File: src/rtl/traffic_phase_fsm.sv
// Traffic phase controller: sequences main/side/walk phases against an interval timer.
// Optional pedestrian phase is enabled by defining TRAFFIC_WALK_EN.
module traffic_phase_fsm #(
  parameter int T_BASE = 6,
  parameter int T_EXT  = 3,
  parameter int T_YEL  = 2
) (
  input  logic       clk,
  input  logic       Reset_Sync,
  input  logic       Sensor_Sync,
  input  logic       WR_Sync,
  input  logic       expired,
  output logic [3:0] Value,
  output logic       start_timer,
  output logic       WR_Reset,
  output logic [2:0] Main_RYG,
  output logic [2:0] Side_RYG,
  output logic       Walk
);

  if ((T_BASE < 1) || (T_BASE > 15) ||
      (T_EXT  < 1) || (T_EXT  > 15) ||
      (T_YEL  < 1) || (T_YEL  > 15)) begin : g_bad_param
    $error("traffic_phase_fsm: T_* must be in 1..15");
  end

  localparam logic [3:0] V_BASE = 4'(T_BASE);
  localparam logic [3:0] V_EXT  = 4'(T_EXT);
  localparam logic [3:0] V_YEL  = 4'(T_YEL);

  localparam logic [2:0] LR = 3'b100;
  localparam logic [2:0] LY = 3'b010;
  localparam logic [2:0] LG = 3'b001;

  typedef enum logic [2:0] {
    MG_A = 3'd0,
    MG_B = 3'd1,
    MY   = 3'd2,
`ifdef TRAFFIC_WALK_EN
    WALK = 3'd3,
`endif
    SG   = 3'd4,
    SG_X = 3'd5,
    SY   = 3'd6
  } state_t;

  state_t     state_q;
  state_t     state_d;
  logic [1:0] age_q;
  logic       adv;

  logic [3:0] value_d;
  logic [2:0] main_d;
  logic [2:0] side_d;
  logic       walk_d;
  logic       enter_walk;

  // Expiry is honoured only once the start and load cycles have passed
  assign adv = expired && (age_q == 2'd2);

`ifdef TRAFFIC_WALK_EN
  logic walk_pending;

  assign enter_walk = adv && (state_d == WALK);

  always_ff @(posedge clk) begin
    if (Reset_Sync) begin
      walk_pending <= 1'b0;
    end else if (enter_walk) begin
      walk_pending <= 1'b0;
    end else if (WR_Sync) begin
      walk_pending <= 1'b1;
    end
  end
`else
  logic wr_unused;

  assign wr_unused  = WR_Sync;
  assign enter_walk = 1'b0;
`endif

  // State register
  always_ff @(posedge clk) begin
    if (Reset_Sync) begin
      state_q <= MG_A;
      age_q   <= 2'd0;
    end else begin
      state_q <= state_d;
      if (adv) begin
        age_q <= 2'd0;
      end else if (age_q != 2'd2) begin
        age_q <= age_q + 2'd1;
      end
    end
  end

  // Next-state logic
  always_comb begin
    state_d = state_q;
    if (adv) begin
      unique case (state_q)
        MG_A: state_d = MG_B;
        MG_B: state_d = MY;
`ifdef TRAFFIC_WALK_EN
        MY:   state_d = walk_pending ? WALK : SG;
        WALK: state_d = SG;
`else
        MY:   state_d = SG;
`endif
        SG:   state_d = Sensor_Sync ? SG_X : SY;
        SG_X: state_d = SY;
        SY:   state_d = MG_A;
        default: state_d = MG_A;
      endcase
    end
  end

  // Output logic, decoded from the next state and registered below
  always_comb begin
    value_d = Value;
    main_d  = LR;
    side_d  = LR;
    walk_d  = 1'b0;
    unique case (state_d)
      MG_A: begin
        main_d = LG;
        if (adv) value_d = V_BASE;
      end
      MG_B: begin
        main_d = LG;
        if (adv) value_d = Sensor_Sync ? V_EXT : V_BASE;
      end
      MY: begin
        main_d = LY;
        if (adv) value_d = V_YEL;
      end
`ifdef TRAFFIC_WALK_EN
      WALK: begin
        walk_d = 1'b1;
        if (adv) value_d = V_EXT;
      end
`endif
      SG: begin
        side_d = LG;
        if (adv) value_d = V_BASE;
      end
      SG_X: begin
        side_d = LG;
        if (adv) value_d = V_EXT;
      end
      SY: begin
        side_d = LY;
        if (adv) value_d = V_YEL;
      end
      default: begin
        main_d  = LG;
        value_d = V_BASE;
      end
    endcase
  end

  always_ff @(posedge clk) begin
    if (Reset_Sync) begin
      Value       <= V_BASE;
      Main_RYG    <= LG;
      Side_RYG    <= LR;
      Walk        <= 1'b0;
      start_timer <= 1'b0;
      WR_Reset    <= 1'b0;
    end else begin
      Value       <= value_d;
      Main_RYG    <= main_d;
      Side_RYG    <= side_d;
      Walk        <= walk_d;
      start_timer <= adv;
      WR_Reset    <= enter_walk;
    end
  end

endmodule

File: config.mk
export PLATFORM = sky130hd
export DESIGN_NAME = traffic_phase_fsm
export DESIGN_NICKNAME = d
export VERILOG_FILES = /design/src/rtl/traffic_phase_fsm.sv
export SDC_FILE = /design/constraint.sdc
export NUM_CORES = 1
export LEC_CHECK = 0
export ABC_CLOCK_PERIOD_IN_PS = 2600
export CAP_MARGIN = 10
export CORE_MARGIN = 1.5
export CORE_UTILIZATION = 45
export CTS_CLUSTER_DIAMETER = 80
export DETAILED_ROUTE_END_ITERATION = 12
export PLACE_DENSITY = 0.76
export SLEW_MARGIN = 20
export SYNTH_ARGS = -nofsm -noshare
export SYNTH_HDL_FRONTEND = slang
export SYNTH_SLANG_ARGS = --single-unit
File: constraint.sdc
create_clock -name clk -period 2.6 [get_ports clk]
set_input_delay 0.52 -clock clk [delete_from_list [all_inputs] [get_ports clk]]
set_output_delay 0.52 -clock clk [all_outputs]
set_load 0.01 [all_outputs]
==> results of run 1 <==
==> power breakdown <==
group	switching (mW)	total [mW]	internal, mW
Combinational	0.0608	0.115	0.0538
Clock	0.0745	0.160	0.0851
Sequential	0.00909	0.236	0.227
Total	0.144	0.510	0.366
==> synthesized netlist by cell type, drive strengths merged <==
library cell and count:
mux2 1, a21o 1, o31a 1, nand4b 1
o31ai 1, nand3b 1, a21oi 2, and2 1
o21a 2, nand3 1, o22a 1, nand2 6
o2111ai 1, nor2 10, nand2b 1, a22oi 1
a211o 1, nor3b 1, ha 4, dfxtp 14
inv 5, buf 6, o21ai 1, a31o 1
or2 1, a311oi 1, conb 2, nor2b 1
==> routing by layer <==
metal | GRT usage [%] | up-vias | routed length [um]
li1 | - | 259 | -
met1 | 20.9 | 230 | 527
met2 | 28.9 | 17 | 600
met3 | 4.89 | 2 | 67
met4 | 10.0 | 0 | 14
met5 | 0 | - | 0
==> cell families after synthesis <==
kind of cell,synth area share [%]
multiplexers,2.30
AO/OA/AOI/OAI,16.5
AND/OR/NAND/NOR,19.0
adder cells (fa/ha/maj),7.68
flip-flops,43.0
buffers and inverters,10.4
other,1.15
==> sequential cells by signal, indices dropped and copies added, names as in the netlist <==
name / count
Main_RYG: 3
start_timer: 1
Value: 2
state_q: 3
Side_RYG: 3
age_q: 2
==> worst max-delay path, cell delays in order, from the launching register on <==
cell                       delay, ns
sky130_fd_sc_hd__dfxtp_1        0.36
sky130_fd_sc_hd__inv_1          0.05
sky130_fd_sc_hd__ha_1           0.28
sky130_fd_sc_hd__nand2_1        0.13
sky130_fd_sc_hd__buf_4          0.15
sky130_fd_sc_hd__nor2_1         0.05
sky130_fd_sc_hd__a22oi_1        0.23
sky130_fd_sc_hd__inv_1          0.08
sky130_fd_sc_hd__ha_1           0.21
sky130_fd_sc_hd__nand2b_1       0.19
sky130_fd_sc_hd__a21oi_1        0.15
sky130_fd_sc_hd__o21ai_1        0.07
sky130_fd_sc_hd__a21o_1         0.17
==> layout make-up <==
cell class / count / area, um2
Fill cell: 111 / 518
Multi-Input combinational cell: 47 / 312
Sequential cell: 14 / 280
Timing Repair Buffer: 16 / 150
Clock buffer: 4 / 36.3
Inverter: 5 / 18.8
Tap cell: 15 / 18.8
==> worst paths after layout <==
path                                       startpoint  cells after the start                     to
worst max-delay path            age_q[0]$_SDFFE_PP0P_                     12  Value[2]$_SDFFE_PP1P_
worst max register to register  age_q[0]$_SDFFE_PP0P_                     12  Value[2]$_SDFFE_PP1P_
worst min-delay path            Value[0]$_SDFFE_PP0P_                      2  Value[0]$_SDFFE_PP0P_
worst min register to register  Value[0]$_SDFFE_PP0P_                      2  Value[0]$_SDFFE_PP0P_
==> through the flow <==
stage / power (mW) / cell area [um2] / hold WS [ns] / std cells / worst slack [ns]
global placement: 0.345 / 779 / 0.480 / 97 / 0.184
finish: 0.510 / 816 / 0.501 / 101 / 0.385
CTS: 0.512 / 816 / 0.508 / 101 / 0.384
floorplan: 0.322 / 659 / 0.501 / 72 / 0.466
detailed placement: 0.353 / 779 / 0.491 / 97 / 0.151
global route: 0.537 / 816 / 0.537 / 101 / 0.181
==> layout by cell type (no fill, tap or decap), types with 2 or more instances in the layout <==
| master | netlist | routed |
|---|---|---|
| sky130_fd_sc_hd__o21a_1 | 2 | 2 |
| sky130_fd_sc_hd__buf_4 | 5 | 4 |
| sky130_fd_sc_hd__nor2_1 | 10 | 10 |
| sky130_fd_sc_hd__dfxtp_1 | 14 | 14 |
| sky130_fd_sc_hd__conb_1 | 2 | 4 |
| sky130_fd_sc_hd__a21oi_1 | 2 | 2 |
| sky130_fd_sc_hd__inv_1 | 5 | 5 |
| sky130_fd_sc_hd__clkbuf_4 | 0 | 3 |
| sky130_fd_sc_hd__nand2_1 | 6 | 6 |
| sky130_fd_sc_hd__ha_1 | 4 | 4 |
| sky130_fd_sc_hd__clkdlybuf4s50_1 | 0 | 12 |
==> results.txt, run 1 <==
The flow ran to the end, and the final reports show no timing, DRC or antenna violations. The count of warnings emitted by yosys was 0. The area added between synthesis and finish is 25.1%. The via density per instance works out to 5.03. Buffers inserted during clock tree synthesis total 3.

The total core area was 1330 um2; the final max-slew violation count was 0. The dominant cell type by area after synthesis was sky130_fd_sc_hd__dfxtp_1. The data arrival time of the worst path is 2.40 ns, and the buffer levels on the longest clock path is 2. The setup check on the worst reg-to-reg path leaves a slack of 0.39 ns.

Data on the critical path is required at its endpoint by 2.79 ns. The count of nets left with antenna violations once routing finished came out at 0. The tools report the quantity of hold-fixing buffers added after cts as 0. Setup repair after global routing left no endpoint under its margin.

The final number of setup-violating endpoints was 0. Dividing the synthesized area by the synthesized cell count gives 9.31 um2. The run gives 11 as the maximum number of pins on one net before global-route repair. The critical path is of the reg -> reg type. The tools report the number of remaining DRC errors as 0. Ranked by total cell area, the synthesized netlist is headed by sky130_fd_sc_hd__dfxtp_1, sky130_fd_sc_hd__ha_1, sky130_fd_sc_hd__buf_4, sky130_fd_sc_hd__nor2_1, sky130_fd_sc_hd__nand2_1. The initial antenna violation count was 0; the die width was 41.1 um. The clock transition at the register clock pins on the worst setup and hold paths after CTS was 0.09 ns.

The total negative setup slack is 0 ns. The clock reaches the later pin of the worst-skew pair after 0.28 ns. Number of setup buffers added after CTS: 0. The maximum level of the CTS H-tree was 1; the sequential share of the synthesized area was 43.0%.

After detailed routing, the average wire length per cell comes to 12.0 um. After detailed routing, the total wire length is 1210 um. Power density over the cells: 625 nW/um2.

The first detailed-routing pass ran for 4 iterations. Along the worst path, the maximum fanout reaches 8. In the final layout, the share of cells above drive strength 1 is 16.3%. The DRC marker count from the first detailed-route iteration is 5. The run gives 1880 um as the first-pass GRT wire length.

The number of I/O port buffers is 12, and the final core utilization is 61.2%. Number of flip-flops and latches in the synthesized netlist: 14. The run gives 0 as the final-report hold violation count. The boundary pin count was 18. Row generation in the floorplan step produced 13 rows.

TritonCTS built the clock tree. Maximum clock skew at final layout: 0.00777 ns. The portion of the clock cycle consumed by the worst path in the final layout is 85.2%, and the total clock sinks is 14. The analysis attributes to cell leakage a power of 0.350 nW. The sum of overflow across all layers after global routing was 0. For the initial core utilization, the log shows 48.9%. Based on the critical path, the design can be clocked at up to 452 MHz. The y dimension of the die is 41.1 um. Across the VDD grid, the largest voltage drop is 0.000443 V.

0 antenna diodes ended up in the layout. At the end of the flow, the number of nets in the layout was 96. The tools report the number of distinct library cell variants in the gate-level netlist after synthesis as 29. In this run the clock root is driven by a sky130_fd_sc_hd__clkbuf_4. The tools report the launching element type of the critical path as a flop. Synthesis produced 70 cells.

The area of the mapped netlist was 652 um2. Global routing consumed, over all layers together, 17.8% of the routing resources. The worst path in the final design needs a cycle of 2.21 ns, including I/O delays and setup. The kind of capture point of the worst setup path is a flop.

In this run the biggest area consumer among cell types represents 43.0% of the synthesized area. The tools report the number of global-route vias before repair as 460. For the reported max-cap violation count, the log shows 0. Routability-driven placement finished with a final weighted congestion of 0.765.

Summing over every cut layer, the via total after detailed routing is 508. Class of the worst hold path: reg -> reg. Detailed placement ended at an HPWL of 852 um. The floorplan step defined a die boundary enclosing 1690 um2. The run gives 0 as the number of gates resized after cts.
No activity file was read; power rests on OpenSTA's default activity.
==> run 2: changes to the inputs <==
--- a/config.mk
+++ b/config.mk
@@ -5,13 +5,14 @@
 export SDC_FILE = /design/constraint.sdc
 export NUM_CORES = 1
 export LEC_CHECK = 0
+export ABC_AREA = 1
 export ABC_CLOCK_PERIOD_IN_PS = 2600
 export CAP_MARGIN = 10
 export CORE_MARGIN = 1.5
 export CORE_UTILIZATION = 45
 export CTS_CLUSTER_DIAMETER = 80
 export DETAILED_ROUTE_END_ITERATION = 12
-export PLACE_DENSITY = 0.76
+export DONT_BUFFER_PORTS = 1
 export SLEW_MARGIN = 20
 export SYNTH_ARGS = -nofsm -noshare
 export SYNTH_HDL_FRONTEND = slang
==> run 2 against run 1 <==
Register-to-register slack gained 0.21 ns. Synthesized cell count up 17%. Setup slack better by 0.21 ns. Flip-flop and latch count is the same. Clock power is essentially flat. Critical path depth grew 1. Count of clock-buffer cells in the layout is the same. Largest power group unchanged.
==> results.txt, run 2 <==
The initial core utilization was 50.0%. Clock tree synthesis selected as its root buffer the cell sky130_fd_sc_hd__clkbuf_4. After clock tree synthesis, the flow added hold-fix buffers numbering 0. The run gives 0.859 as the final weighted congestion in routability-driven placement. TritonCTS built the clock tree. The largest registers in the layout are Main_RYG (3), Side_RYG (3), state_q (3).

The total track usage is 15.1%. The path class of the tightest hold or removal check is in -> reg. The start-to-end type of the worst setup path is reg -> reg. The logs give 130 for the number of filler instances in the final layout and 41.5% for the sequential share of the synthesized area. The tools report the final setup slack of the worst path as 0.593 ns.

The repair_antennas step left the layout with diodes totalling 0. The count of warnings emitted by yosys was 0. For the initial antenna violation count, the log shows 0. The detail route stage leaves a number of antenna-violating nets equal to 0. The tools report the kind of capture point of the worst setup path as a flop. Dividing the detail-routed via count by the number of cells gives 4.63. The number of flip-flops and latches in the synthesized netlist was 14; the average cell area after synthesis was 8.24 um2. For the post-placement worst setup slack, the log shows 0.598 ns. The final layout contains 94 nets. The post-synthesis async set-or-reset flop share was 0%; the portion of the clock cycle consumed by the worst path in the final layout was 77.2%. For the number of distinct library cell variants in the gate-level netlist after synthesis, the log shows 20. The floorplan has 13 rows. The tools report the number of global-route vias before repair as 438. The largest driver fanout on the critical path is 7, and the area fraction of the dominant cell type after synthesis is 41.5%. The number of flops mapped to enable cells by yosys is 0. The first global-routing pass estimated 1950 um of wire. The number of standard cells in the final layout excluding fillers was 99; the met2 demand-to-capacity share in global routing was 22.2%. The tools report the total clock sinks as 14. Final critical delay including setup and external delays: 2.01 ns.

VDD sags by at most 0.000426 V. For the final max-slew violation count, the log shows 0. The synthesized netlist devotes 2.22% of its cell area to compound gates. The tools report the die footprint as 1740 um2. The number of gates resized after cts is 0. Number of I/O port buffers: 0.

The tools report the launching element type of the critical path as a flop. The top cell types in the final layout, fill and taps aside, are sky130_fd_sc_hd__dfxtp_1, sky130_fd_sc_hd__inv_1, sky130_fd_sc_hd__nand2_1, sky130_fd_sc_hd__nor2_1. The most used flip-flop cell after synthesis is sky130_fd_sc_hd__dfxtp_1. The floorplan step set the die height to 41.8 um.

Clock transition at the register clock pins on the worst setup and hold paths after CTS: 0.09 ns. The core region is 1350 um2. The cell area that synthesis handed to floorplanning was 676 um2. The simple-gate portion of the synthesized area works out to 32.4%. In this run the horizontal extent of the chip is 41.8 um.

The number of remaining DRC errors came out at 0. The run finished with clean final reports. Count of cells along the worst hold path: 1. The fraction of final layout cells with drive strength greater than 1 works out to 19.0%. The logs give 0 for the final-report hold violation count and 0.366 nW for the leakage dissipation. The maximum level of the CTS H-tree is 1. The first-pass iteration count of the detailed router was 4; the area added between synthesis and finish was 4.81%. Xor/xnor cell area share of the yosys netlist: 1.30%. The worst-case reg-to-reg path depth works out to 13. For the total power, the log shows 552 uW. In the final layout, flip-flops and latches occupy 280 um2. Detailed placement finished with a half-perimeter wire length of 799 um. Static timing analysis puts the maximum clock frequency at 498 MHz. The multi-input combinational cells in the finished layout cover a total of 308 um2. The first routing iteration left 8 violations.

Total via count in the routed design: 458. Routing layer with the top usage in global route: met2. The multiplexer share of the synthesized area was 0%; the maximum number of pins on one net before global-route repair was 9.

The final number of setup-violating endpoints is 0. Summed over all failing endpoints, the final setup total negative slack is 0 ns. For the clock insertion delay at the later pin of the skew report, the log shows 0.29 ns. Across the run, the number of max-cap violations was 0.

For this run, global-route usage on met1 was measured as 18.9%. The mean routed wirelength per cell is 10.9 um. On the final layout, the worst hold slack is 0.287 ns. Clock skew on the completed layout was measured at 0.00402 ns. No sink is reached through more buffers than the 2 on the longest clock path.

In this run the power density over the cells is 779 nW/um2. The sum of overflow across all layers after global routing was 0. The TritonCTS buffer count was 3; the synthesized netlist cell count was 82. In this run, placement finished with an instance count of 95.

After synthesis, the most frequently instantiated cells are sky130_fd_sc_hd__dfxtp_1, sky130_fd_sc_hd__inv_1, sky130_fd_sc_hd__nand2_1. Summing the areas of all fa, ha and maj instances in the mapped netlist gives 7.41% of the synthesized area. The dominant combinational cell family by area after synthesis is simple AND/OR/NAND/NOR gates. Of all cell types, the one taking the most synthesized area is sky130_fd_sc_hd__dfxtp_1.

The logs give 18 for the boundary pin count and 0 for the number of setup buffers added after CTS. Yosys attributes the largest share of cell area to sky130_fd_sc_hd__dfxtp_1, sky130_fd_sc_hd__inv_1, sky130_fd_sc_hd__ha_1, sky130_fd_sc_hd__nand2_1, sky130_fd_sc_hd__nor2_4. The required time of the critical path was 2.79 ns; the detailed-route wire length was 1080 um.

For met3 alone, demand over resource in global routing was 4.78%. Setup repair after global routing left no endpoint under its margin. The tools report the data arrival time of the worst path as 2.19 ns.
-- run 2: changes by cell type after synthesis, moves of 3 or more --
cell,delta
sky130_fd_sc_hd__inv_1,+9
sky130_fd_sc_hd__nand3_1,+3
sky130_fd_sc_hd__nor2_1,-4
sky130_fd_sc_hd__nor2_4,+3
sky130_fd_sc_hd__nor3_1,+3
sky130_fd_sc_hd__nand2_1,+7
sky130_fd_sc_hd__nand2_2,+3
-- run 2: cells by family (layout without fill, tap and decap cells) --
| logic type | Yosys count | after routing |
|---|---|---|
| and+or+nand+nor | 38 | 38 |
| buffers and inverters | 20 | 20 |
| DFF | 14 | 14 |
| adders and majority gates | 4 | 4 |
| AOI/OAI and AO/OA | 3 | 3 |
| other | 2 | 4 |
| xor gates and xnor gates | 1 | 1 |
-- run 2: worst paths after layout --
check | startpoint | end | slack, ns
max | age_q[0]$_SDFFE_PP0P_ | Value[2]$_SDFFE_PP1P_ | 0.59
min | Reset_Sync | Value[0]$_SDFFE_PP0P_ | 0.29
max reg2reg | age_q[0]$_SDFFE_PP0P_ | Value[2]$_SDFFE_PP1P_ | 0.59
min reg2reg | Value[0]$_SDFFE_PP0P_ | Value[0]$_SDFFE_PP0P_ | 0.51
-- run 2: power breakdown --
part	internal (mW)	leakage, nW	switching (mW)
clock network	0.0853	0.0210	0.0760
logic	0.0515	0.231	0.0839
registers	0.238	0.114	0.0169
-- run 2: area by class of cell --
cell class | count | area share [%]
Multi-Input combinational cell | 50 | 43.5
Tap cell | 15 | 2.65
Sequential cell | 14 | 39.6
Clock buffer | 4 | 5.12
Inverter | 16 | 9.19
-- run 2: layer usage --
metal	vias up	share of wire (%)
met5	-	0
met1	192	46
met3	5	7.6
li1	244	-
met2	17	43
met4	0	3.1
-- run 2: stage by stage --
stage                     utilization, %  area, um2
after floorplan                        -        683
after global placement              49.8        672
after detailed placement            49.8        672
after CTS                           52.5        708
after global routing                52.5        708
final                               52.5        708
-- run 2: critical path, stage by stage, from the launching register on --
cell	delay (ns)
sky130_fd_sc_hd__dfxtp_1	0.35
sky130_fd_sc_hd__inv_1	0.05
sky130_fd_sc_hd__ha_1	0.26
sky130_fd_sc_hd__nand2_2	0.17
sky130_fd_sc_hd__nor2_1	0.07
sky130_fd_sc_hd__nand2_1	0.10
sky130_fd_sc_hd__nand3_1	0.16
sky130_fd_sc_hd__inv_1	0.10
sky130_fd_sc_hd__ha_1	0.19
sky130_fd_sc_hd__inv_1	0.07
sky130_fd_sc_hd__a21oi_1	0.22
sky130_fd_sc_hd__inv_1	0.06
sky130_fd_sc_hd__nand2_1	0.07
sky130_fd_sc_hd__nand2_1	0.04
